**src/rtl/disp_scan_if.sv**
```systemverilog
`timescale 1ns/1ps
`default_nettype none
// ============================================================================
// Module      : disp_scan_if
// Description : Bundle of load/data and display-side signals for the
//               multiplexed digit scanner.
//   load        one-cycle strobe, capture din
//   din         packed BCD value, nibble 0 is the least-significant digit
//   a3..a0      code of the digit in the current slot (a3 = MSB)
//   dig_en      one-hot active-high digit enable
//   pending     a loaded value waits for the frame boundary
//   frame_done  one-cycle pulse when the scan wraps to digit 0
// Revision    : 1.0 - initial release
// ============================================================================
interface disp_scan_if #(
    parameter int DIGITS = 4
) ();
    logic                  load;
    logic [4*DIGITS-1:0]   din;
    logic                  a3;
    logic                  a2;
    logic                  a1;
    logic                  a0;
    logic [DIGITS-1:0]     dig_en;
    logic                  pending;
    logic                  frame_done;

    // Host side: issues loads, observes the display lines.
    modport master (
        output load, din,
        input  a3, a2, a1, a0, dig_en, pending, frame_done
    );

    // Scanner side.
    modport slave (
        input  load, din,
        output a3, a2, a1, a0, dig_en, pending, frame_done
    );
endinterface
`default_nettype wire

```
**src/rtl/disp_scan_driver.sv**
```systemverilog
`timescale 1ns/1ps
`default_nettype none
// ============================================================================
// Module      : disp_scan_driver
// Description : Time-multiplexed digit scanner. Holds a multi-digit BCD value
//               and presents one digit per slot on a3..a0 together with a
//               one-hot digit enable. New values are double-buffered and only
//               take effect at a frame boundary.
// Ports       : clk    - system clock, rising edge
//               rst_n  - asynchronous active-low reset
//               bus    - disp_scan_if.slave (load/din in; a3..a0, dig_en,
//                        pending, frame_done out)
// Parameters  : DIGITS   (2..8)   digits scanned; must match bus DIGITS
//               TICK_DIV (>=2)    clock cycles per digit slot
//               GUARD    (<TICK_DIV) dark cycles at the start of each slot
//               BLANK_LZ (0/1)    blank leading zeros
// Revision    : 1.0 - initial release
// ============================================================================
module disp_scan_driver #(
    parameter int DIGITS   = 4,
    parameter int TICK_DIV = 1000,
    parameter int GUARD    = 2,
    parameter int BLANK_LZ = 1
) (
    input  wire logic        clk,
    input  wire logic        rst_n,
    disp_scan_if.slave       bus
);
    localparam int CNT_W  = $clog2(TICK_DIV);
    localparam int SLOT_W = $clog2(DIGITS);
    localparam int VAL_W  = 4 * DIGITS;

    localparam logic [CNT_W-1:0]  C_CNT_LAST  = CNT_W'(TICK_DIV - 1);
    localparam logic [SLOT_W-1:0] C_SLOT_LAST = SLOT_W'(DIGITS - 1);

    // State registers
    logic [CNT_W-1:0]  cnt_q,        cnt_d;
    logic [SLOT_W-1:0] slot_q,       slot_d;
    logic [VAL_W-1:0]  act_q,        act_d;
    logic [VAL_W-1:0]  shd_q,        shd_d;
    logic              pending_q,    pending_d;
    logic              frame_done_q, frame_done_d;
    logic [3:0]        code_q,       code_d;
    logic [DIGITS-1:0] dig_en_q,     dig_en_d;

    // Combinational helpers
    logic              w_wrap;
    logic              w_boundary;
    logic              w_in_guard;
    logic              w_higher_zero;
    logic [DIGITS-1:0] w_blank;
    logic [3:0]        w_sel_nib;
    logic              w_sel_blank;

    always_comb begin
        w_wrap        = (cnt_q == C_CNT_LAST);
        w_boundary    = w_wrap && (slot_q == C_SLOT_LAST);

        // Tick counter and slot index
        cnt_d  = w_wrap ? '0 : cnt_q + CNT_W'(1);
        slot_d = slot_q;
        if (w_wrap) begin
            slot_d = w_boundary ? '0 : slot_q + SLOT_W'(1);
        end

        // Double buffer. A load coinciding with the boundary bypasses the
        // shadow and lands in the active value, superseding any pending one.
        act_d     = act_q;
        shd_d     = shd_q;
        pending_d = pending_q;
        if (w_boundary) begin
            if (bus.load) begin
                act_d = bus.din;
            end else if (pending_q) begin
                act_d = shd_q;
            end
            pending_d = 1'b0;
        end else if (bus.load) begin
            shd_d     = bus.din;
            pending_d = 1'b1;
        end

        frame_done_d = w_boundary;

        // Leading-zero blanking from the top digit down, on the value that
        // will be active after this edge so a boundary swap is seen at once.
        w_higher_zero = 1'b1;
        w_blank       = '0;
        for (int i = DIGITS - 1; i >= 0; i--) begin
            w_higher_zero = w_higher_zero && (act_d[4*i +: 4] == 4'h0);
            w_blank[i]    = (BLANK_LZ != 0) && (i != 0) && w_higher_zero;
        end

        // Select the nibble and blank flag of the next slot.
        w_sel_nib   = 4'h0;
        w_sel_blank = 1'b0;
        for (int i = 0; i < DIGITS; i++) begin
            if (slot_d == SLOT_W'(i)) begin
                w_sel_nib   = act_d[4*i +: 4];
                w_sel_blank = w_blank[i];
            end
        end

        w_in_guard = (int'(cnt_d) < GUARD);

        code_d   = w_sel_blank ? 4'h0 : w_sel_nib;
        dig_en_d = '0;
        for (int i = 0; i < DIGITS; i++) begin
            dig_en_d[i] = (slot_d == SLOT_W'(i)) && !w_sel_blank && !w_in_guard;
        end
    end

    always_ff @(posedge clk or negedge rst_n) begin
        if (!rst_n) begin
            cnt_q        <= '0;
            slot_q       <= '0;
            act_q        <= '0;
            shd_q        <= '0;
            pending_q    <= 1'b0;
            frame_done_q <= 1'b0;
            code_q       <= 4'h0;
            dig_en_q     <= '0;
        end else begin
            cnt_q        <= cnt_d;
            slot_q       <= slot_d;
            act_q        <= act_d;
            shd_q        <= shd_d;
            pending_q    <= pending_d;
            frame_done_q <= frame_done_d;
            code_q       <= code_d;
            dig_en_q     <= dig_en_d;
        end
    end

    assign bus.a3         = code_q[3];
    assign bus.a2         = code_q[2];
    assign bus.a1         = code_q[1];
    assign bus.a0         = code_q[0];
    assign bus.dig_en     = dig_en_q;
    assign bus.pending    = pending_q;
    assign bus.frame_done = frame_done_q;

endmodule
`default_nettype wire
```
**src/flat_wrapper.sv**
```systemverilog
// flat-port wrapper written by rule: the top's interface ports become plain ports
module disp_scan_driver_flat 
#(
    parameter int DIGITS   = 4,
    parameter int TICK_DIV = 1000,
    parameter int GUARD    = 2,
    parameter int BLANK_LZ = 1
)
  (clk, rst_n, bus_load, bus_din, bus_a3, bus_a2, bus_a1, bus_a0, bus_dig_en, bus_pending, bus_frame_done);
  disp_scan_if #(.DIGITS(DIGITS)) bus_i ();
  input  wire logic clk;
  input  wire logic rst_n;
  input wire logic [$bits(bus_i.load)-1:0] bus_load;
  input wire logic [$bits(bus_i.din)-1:0] bus_din;
  output wire logic [$bits(bus_i.a3)-1:0] bus_a3;
  output wire logic [$bits(bus_i.a2)-1:0] bus_a2;
  output wire logic [$bits(bus_i.a1)-1:0] bus_a1;
  output wire logic [$bits(bus_i.a0)-1:0] bus_a0;
  output wire logic [$bits(bus_i.dig_en)-1:0] bus_dig_en;
  output wire logic [$bits(bus_i.pending)-1:0] bus_pending;
  output wire logic [$bits(bus_i.frame_done)-1:0] bus_frame_done;
  assign bus_i.load = bus_load;
  assign bus_i.din = bus_din;
  assign bus_a3 = bus_i.a3;
  assign bus_a2 = bus_i.a2;
  assign bus_a1 = bus_i.a1;
  assign bus_a0 = bus_i.a0;
  assign bus_dig_en = bus_i.dig_en;
  assign bus_pending = bus_i.pending;
  assign bus_frame_done = bus_i.frame_done;
  disp_scan_driver #(.DIGITS(DIGITS), .TICK_DIV(TICK_DIV), .GUARD(GUARD), .BLANK_LZ(BLANK_LZ)) u_core (.clk(clk), .rst_n(rst_n), .bus(bus_i));
endmodule
```
**config.mk**
```make
export PLATFORM = sky130hd
export DESIGN_NAME = disp_scan_driver_flat
export DESIGN_NICKNAME = d
export VERILOG_FILES = /design/src/rtl/disp_scan_if.sv /design/src/rtl/disp_scan_driver.sv /design/src/flat_wrapper.sv
export SDC_FILE = /design/constraint.sdc
export NUM_CORES = 1
export LEC_CHECK = 0
export BUFFER_PORTS_ARGS = -buffer_cell sky130_fd_sc_hd__buf_2
export CAP_MARGIN = 20
export CORE_MARGIN = 5
export CORE_UTILIZATION = 25
export DETAILED_ROUTE_END_ITERATION = 8
export GPL_ROUTABILITY_DRIVEN = 0
export GPL_TIMING_DRIVEN = 0
export SETUP_SLACK_MARGIN = 0.2
export SLEW_MARGIN = 20
export SYNTH_ARGS = -nofsm -noshare
export SYNTH_HDL_FRONTEND = slang
export SYNTH_SLANG_ARGS = --single-unit
export TNS_END_PERCENT = 10
```
**constraint.sdc**
```tcl
create_clock -name clk -period 2.4 [get_ports clk]
set_input_delay 0.24 -clock clk [delete_from_list [all_inputs] [get_ports clk]]
set_output_delay 0.24 -clock clk [all_outputs]
set_load 0.02 [all_outputs]
```
# Word level (Yosys, flattened, before mapping)
# Index checks and enable logic that the tools add are counted.
# W data, S select, Z words.
dict set report word_totals {
  word_cells 52
  register_bits 54
  input_bits 19
}
dict set report classes {
  n_reduce_logical 19
  eq_ne 5
  add_sub_neg 2
  n_mux 16
  n_lt_le_gt_ge 1
  bitwise 1
}
# op n
set op_table {}
lappend op_table {{$mux W16} 3}
lappend op_table {{$mux W4} 5}
lappend op_table {{$logic_not A4 Y1} 3}
lappend op_table {{$logic_and A1 B1 Y1} 11}
lappend op_table {{$add A10 B1 Y10 const B} 1}
lappend op_table {{$eq A10 B10 Y1 const B} 1}
lappend op_table {{$lt A10 B2 Y1 const B} 1}
lappend op_table {{$mux W10} 1}
lappend op_table {{$eq A2 B2 Y1 const B} 3}
lappend op_table {{$mux W1} 5}
lappend op_table {{$mux W2} 2}
lappend op_table {{$add A2 B1 Y2 const B} 1}
lappend op_table {{$eq A2 B1 Y1 const B} 1}
lappend op_table {{$logic_not A1 Y1} 2}
lappend op_table {{$logic_not A2 Y1} 1}
lappend op_table {{$reduce_and A2 Y1} 1}
lappend op_table {{$reduce_bool A2 Y1} 1}
lappend op_table {{$not A1 Y1} 1}

# Longest topological paths before layout
dict set report depth {
  depth_word 12
  mapped_depth 10
}

# Worst setup path after synthesis
# Ideal clock, no wire load.
dict set report synth_timing {
  kind {register -> register}
  from {reg u_core.cnt_q[0]}
  to {reg u_core.code_q[2]}
  path_slack_ns 0.186
  path_buffers 0
  required_time_ns 2.274
  synth_period_minus_slack_ns 2.214
  t_arrival_ns 2.088
  stages_incl_launch_ff 8
  cell_sequence {dfrtp_1 -> ha_1 -> nand4_1 -> or4_4 -> a221o_1 -> and2_4 -> a211oi_2 -> a31oi_1}
}
dict set report synth_via {
  elab_chain_len 10
}
# item line
set synth_lines {}
lappend synth_lines {{start, declared} disp_scan_driver.sv:37} ;# logic [CNT_W-1:0] cnt_q, cnt_d;
lappend synth_lines {{start signal, assigned} disp_scan_driver.sv:124} ;# cnt_q <= cnt_d;
lappend synth_lines {{$eq A10 B10 Y1 (*)} disp_scan_driver.sv:56} ;# w_wrap = (cnt_q == C_CNT_LAST);
lappend synth_lines {{$logic_and A1 B1 Y1 (*)} disp_scan_driver.sv:57} ;# w_boundary = w_wrap && (slot_q == C_SLOT_LAST);
lappend synth_lines {{$mux W16 (*)} disp_scan_driver.sv:71} ;# if (w_boundary) begin
lappend synth_lines {{net u_core.act_d[10]} disp_scan_driver.sv:39} ;# logic [VAL_W-1:0] act_q, act_d;
lappend synth_lines {{$logic_not A4 Y1} disp_scan_driver.sv:90} ;# w_higher_zero = w_higher_zero && (act_d[4*i +: 4] == 4'h0);
lappend synth_lines {{$logic_and A1 B1 Y1 (2 in series)} disp_scan_driver.sv:90}
lappend synth_lines {{$mux W1 (3 in series)} disp_scan_driver.sv:98} ;# if (slot_d == SLOT_W'(i)) begin
lappend synth_lines {{$mux W4 (*)} disp_scan_driver.sv:106} ;# code_d = w_sel_blank ? 4'h0 : w_sel_nib;
lappend synth_lines {{net u_core.code_d[2]} disp_scan_driver.sv:43} ;# logic [3:0] code_q, code_d;
lappend synth_lines {{end signal, assigned} disp_scan_driver.sv:130} ;# code_q <= code_d;
lappend synth_lines {{end, declared} disp_scan_driver.sv:43}
# The timed path passes the listed nets; every way through them passes the cells marked *.
# A chain may end at the register's enable or synchronous reset.

# Worst setup path in the final report
dict set report layout_timing {
  from {reg u_core.cnt_q[1]}
  to {reg u_core.dig_en_q[2], in the netlist u_core.bus.dig_en[2]}
}
dict set report layout_via {
  elab_chain_len 12
}
# item line
set layout_lines {}
lappend layout_lines {{$eq A10 B10 Y1 (*)} disp_scan_driver.sv:56}
lappend layout_lines {{$logic_and A1 B1 Y1 (*)} disp_scan_driver.sv:57}
lappend layout_lines {{$mux W16 (*)} disp_scan_driver.sv:71}
lappend layout_lines {{net u_core.act_d[15]} disp_scan_driver.sv:39}
lappend layout_lines {{$logic_not A4 Y1 (*)} disp_scan_driver.sv:90}
lappend layout_lines {{$logic_and A1 B1 Y1 (2 in series)} disp_scan_driver.sv:90}
lappend layout_lines {{$mux W1 (2 in series)} disp_scan_driver.sv:98}
lappend layout_lines {{$mux W1 (*)} disp_scan_driver.sv:98}
lappend layout_lines {{$logic_not A1 Y1 (*)} disp_scan_driver.sv:109} ;# dig_en_d[i] = (slot_d == SLOT_W'(i)) && !w_sel_blank && !w_in_guard;
lappend layout_lines {{$logic_and A1 B1 Y1 (*) (2 in series)} disp_scan_driver.sv:109}
lappend layout_lines {{net u_core.dig_en_d[2]} disp_scan_driver.sv:44} ;# logic [DIGITS-1:0] dig_en_q, dig_en_d;
lappend layout_lines {{end signal, assigned} disp_scan_driver.sv:131} ;# dig_en_q <= dig_en_d;
lappend layout_lines {{end, declared} disp_scan_driver.sv:44}
# Marks and branches as above.

==> flow_summary.toml <==
[synth]
ys.flop_type = "dfrtp_1"
syn-num-nets = 282
syn_area_sq_mm = 0.00274
syn_area_per_cell_sq_um = 10.5
ys_warn_count = 0
synth_commonest_cells = "dfrtp_1, nor2_1, o22ai_1, mux2_2, nand2_1"
yosys_register_bits = 54
ys_seq_area_frac = 0.494
synth_top_cell_by_area = "dfrtp_1"
syn-instance-count = 261
yosys.area.top_type_share = 0.494
synth-async-reset-ratio = 1.00
synth-edff-count = 0
yosysMostFrequentCell = "dfrtp_1"
ys_top_cells_by_area = "dfrtp_1, mux2_2, o22ai_1"
yosysUniqueCellTypes = 49

[clocking]
clkSinkCount = 54
cts_buffer_depth = 2
htreeDepth = 2
clk_latency_ns = 0.32
cts_buffers = 5
root_buffer = "clkbuf_8"
cts_tree = "built"
clkTransAtPathRegs_ns = 0.12

[placed_design]
placed_cell_area_sq_mm = 0.00305
io_buffer_count = 27
dp_slack_ns = -0.139
dp_hpwl_um = 4830
dp.cells = 428

[finish]
stdcell_count = 448
antenna_cells = 0
fin_util = 0.311
fin_nets = 328
fin_area_sq_mm = 0.00335
final_layout_size_suffix_gt1_frac = 0.325
area_growth_pct = 22.6

[timing]
post-route-worst-setup-slack_ns = 0.0681
max_freq_ghz = 0.429
slew_viol_final = 0
relSlewSlack = 0.541
hold_viol = 0
period_minus_slack_ns = 2.33
worstMarginPinSlew_ns = 0.689
setup_viol = 0
min_period_over_period = 0.972
rsz0062_at_grt = "yes"
hold_slack_ns = 0.154
setup-tns-final_ns = 0
clock-skew-final_ns = 0.0195

[routing]
wl_um = 6940
wl_per_cell_um = 15.5
via_per_inst = 4.85
vias = 2173
dr.pass1.iters = 4
drtIter0Drc = 164
drc_errors = 0
ant_nets = 0

[worst_setup_path]
cp-end-kind = "flop"
critPathKind = "flop to flop"
startpoint = "u_core.cnt_q[1]$_DFF_PN0_"
r2r_setup_slack_ns = 0.07
worstSetupStartpointType = "flop"
r2r_end = "u_core.bus.dig_en[2]$_DFF_PN0_"
arrival_ns = 2.54
reg2reg_depth = 8
worstPathRequired_ns = 2.61
cp_max_fo = 6
r2r_start = "u_core.cnt_q[1]$_DFF_PN0_"
critPathCapture = "u_core.bus.dig_en[2]$_DFF_PN0_"

[power]
pwr-share-comb = 0.081
power_frac_clock = 0.334
seq_power_share = 0.584
power.static_leakage_nw = 1.45
intPower_mw = 1.22
p_sw_mw = 0.420
cellPowerDensity_mw_per_mm2 = 490
swShare = 0.256
finalPower_mw = 1.64
ir_drop_v = 0.000223

[floorplan]
num_io_pins = 29
initial_utilization = 0.253
die_h_um = 115
rows = 38
core_sq_mm = 0.0108
die_area_sq_mm = 0.0131
die_w_um = 115

[global_routing]
grt_pass1_vias = 2266
track_usage = 0.110
gr-total-overflow = 0
grt_pass1_wl_um = 11600
antenna_found_initial = 0
grt_max_degree = 55

[job]
cap_viol_max_count = 0

[worst_hold_path]
min_path_type = "input pin to flop"

[status]
status = "complete, no violations"
[worst max-delay path: stages, from the launching register on]
cell       delay, ns
dfrtp_1         0.41
ha_4            0.18
nand4_1         0.17
or4_4           0.61
o2bb2ai_4       0.16
o21bai_4        0.20
nor4_4          0.29
buf_4           0.16
nor4_2          0.04
[per-layer routing]
layer	vias to the layer above	track usage	wire length, um
met4	0	0.0372	93
met3	7	0.0264	395
met5	-	0	0
li1	1049	-	-
met1	1060	0.151	3260
met2	57	0.169	3190
[power by group through the flow]
stage	sequential, mW	clock (mW)	combinational [mW]
after global routing	0.964	0.609	0.148
after detailed placement	0.976	0	0.124
after CTS	0.958	0.573	0.127
after floorplan	0.971	0	0.0707
final	0.960	0.549	0.134
after global placement	0.975	0	0.122
[how the worst min path moves through the flow]
stage | from | cells past startpoint | end
5_1_grt | bus_din[6] | 2 | u_core.shd_q[6]$_DFFE_PN0P_
3_5_place_dp | rst_n | 1 | u_core.cnt_q[1]$_DFF_PN0_
3_3_place_gp | u_core.cnt_q[0]$_DFF_PN0_ | 1 | u_core.cnt_q[0]$_DFF_PN0_
2_1_floorplan | rst_n | 0 | u_core.act_q[0]$_DFF_PN0_
6_report | bus_din[1] | 2 | u_core.shd_q[1]$_DFFE_PN0P_
4_1_cts | bus_din[1] | 2 | u_core.shd_q[1]$_DFFE_PN0P_
[cells by family after synthesis]
| group | count (synthesis) | synth area share |
|---|---|---|
| flops | 54 | 0.494 |
| buf+inv | 22 | 0.0521 |
| fa+ha+maj | 2 | 0.00915 |
| xor+xnor | 7 | 0.0224 |
| simple gates | 93 | 0.189 |
| mux | 19 | 0.0773 |
| compound gates | 64 | 0.156 |
[flip-flops by register name (all words and copies together), names as in the netlist]
| name | cells |
|---|---|
| u_core.shd_q | 16 |
| u_core.cnt_q | 10 |
| u_core.slot_q | 2 |
| u_core.bus.frame_done | 1 |
| u_core.act_q | 16 |
| u_core.code_q | 4 |
| u_core.bus.pending | 1 |
| u_core.bus.dig_en | 4 |
[final cells by class]
type | instances | area (sq um)
Buffer | 16 | 139
Clock buffer | 5 | 68.8
Clock inverter | 3 | 28.8
Fill cell | 1088 | 7440
Inverter | 6 | 22.5
Multi-Input combinational cell | 185 | 1340
Sequential cell | 54 | 1350
Tap cell | 140 | 175
Timing Repair Buffer | 39 | 230
[layout by cell type, fill, tap and decap left out, drive strengths merged, types with 2 or more instances in the layout]
cell type / Yosys / routed
clkbuf: 4 / 11
a22oi: 4 / 4
nand3: 8 / 8
xor2: 2 / 2
a211oi: 4 / 4
nor4: 4 / 4
nand4: 2 / 2
nand2b: 8 / 8
o21ai: 5 / 5
o32ai: 2 / 2
a31oi: 6 / 6
nor2b: 4 / 4
nor3: 14 / 14
nor2: 22 / 22
buf: 12 / 48
clkinv: 0 / 2
a21oi: 14 / 14
and3: 3 / 3
mux2: 17 / 17
a21boi: 2 / 2
ha: 2 / 2
dfrtp: 54 / 54
and2: 3 / 3
a221o: 2 / 2
o22ai: 19 / 19
nand2: 16 / 16
xnor2: 5 / 5
nand4b: 2 / 2
inv: 6 / 7
mux2i: 2 / 2
and4: 2 / 2
[timing repair]
action	in CTS	in global routing
endpoints found under the setup margin	18	18
setup buffers	9	2
endpoints found under the hold margin	54	0
hold buffers	1	0
resized for setup	13	12
pin swaps	3	7
No activity file was read; power rests on OpenSTA's default activity.
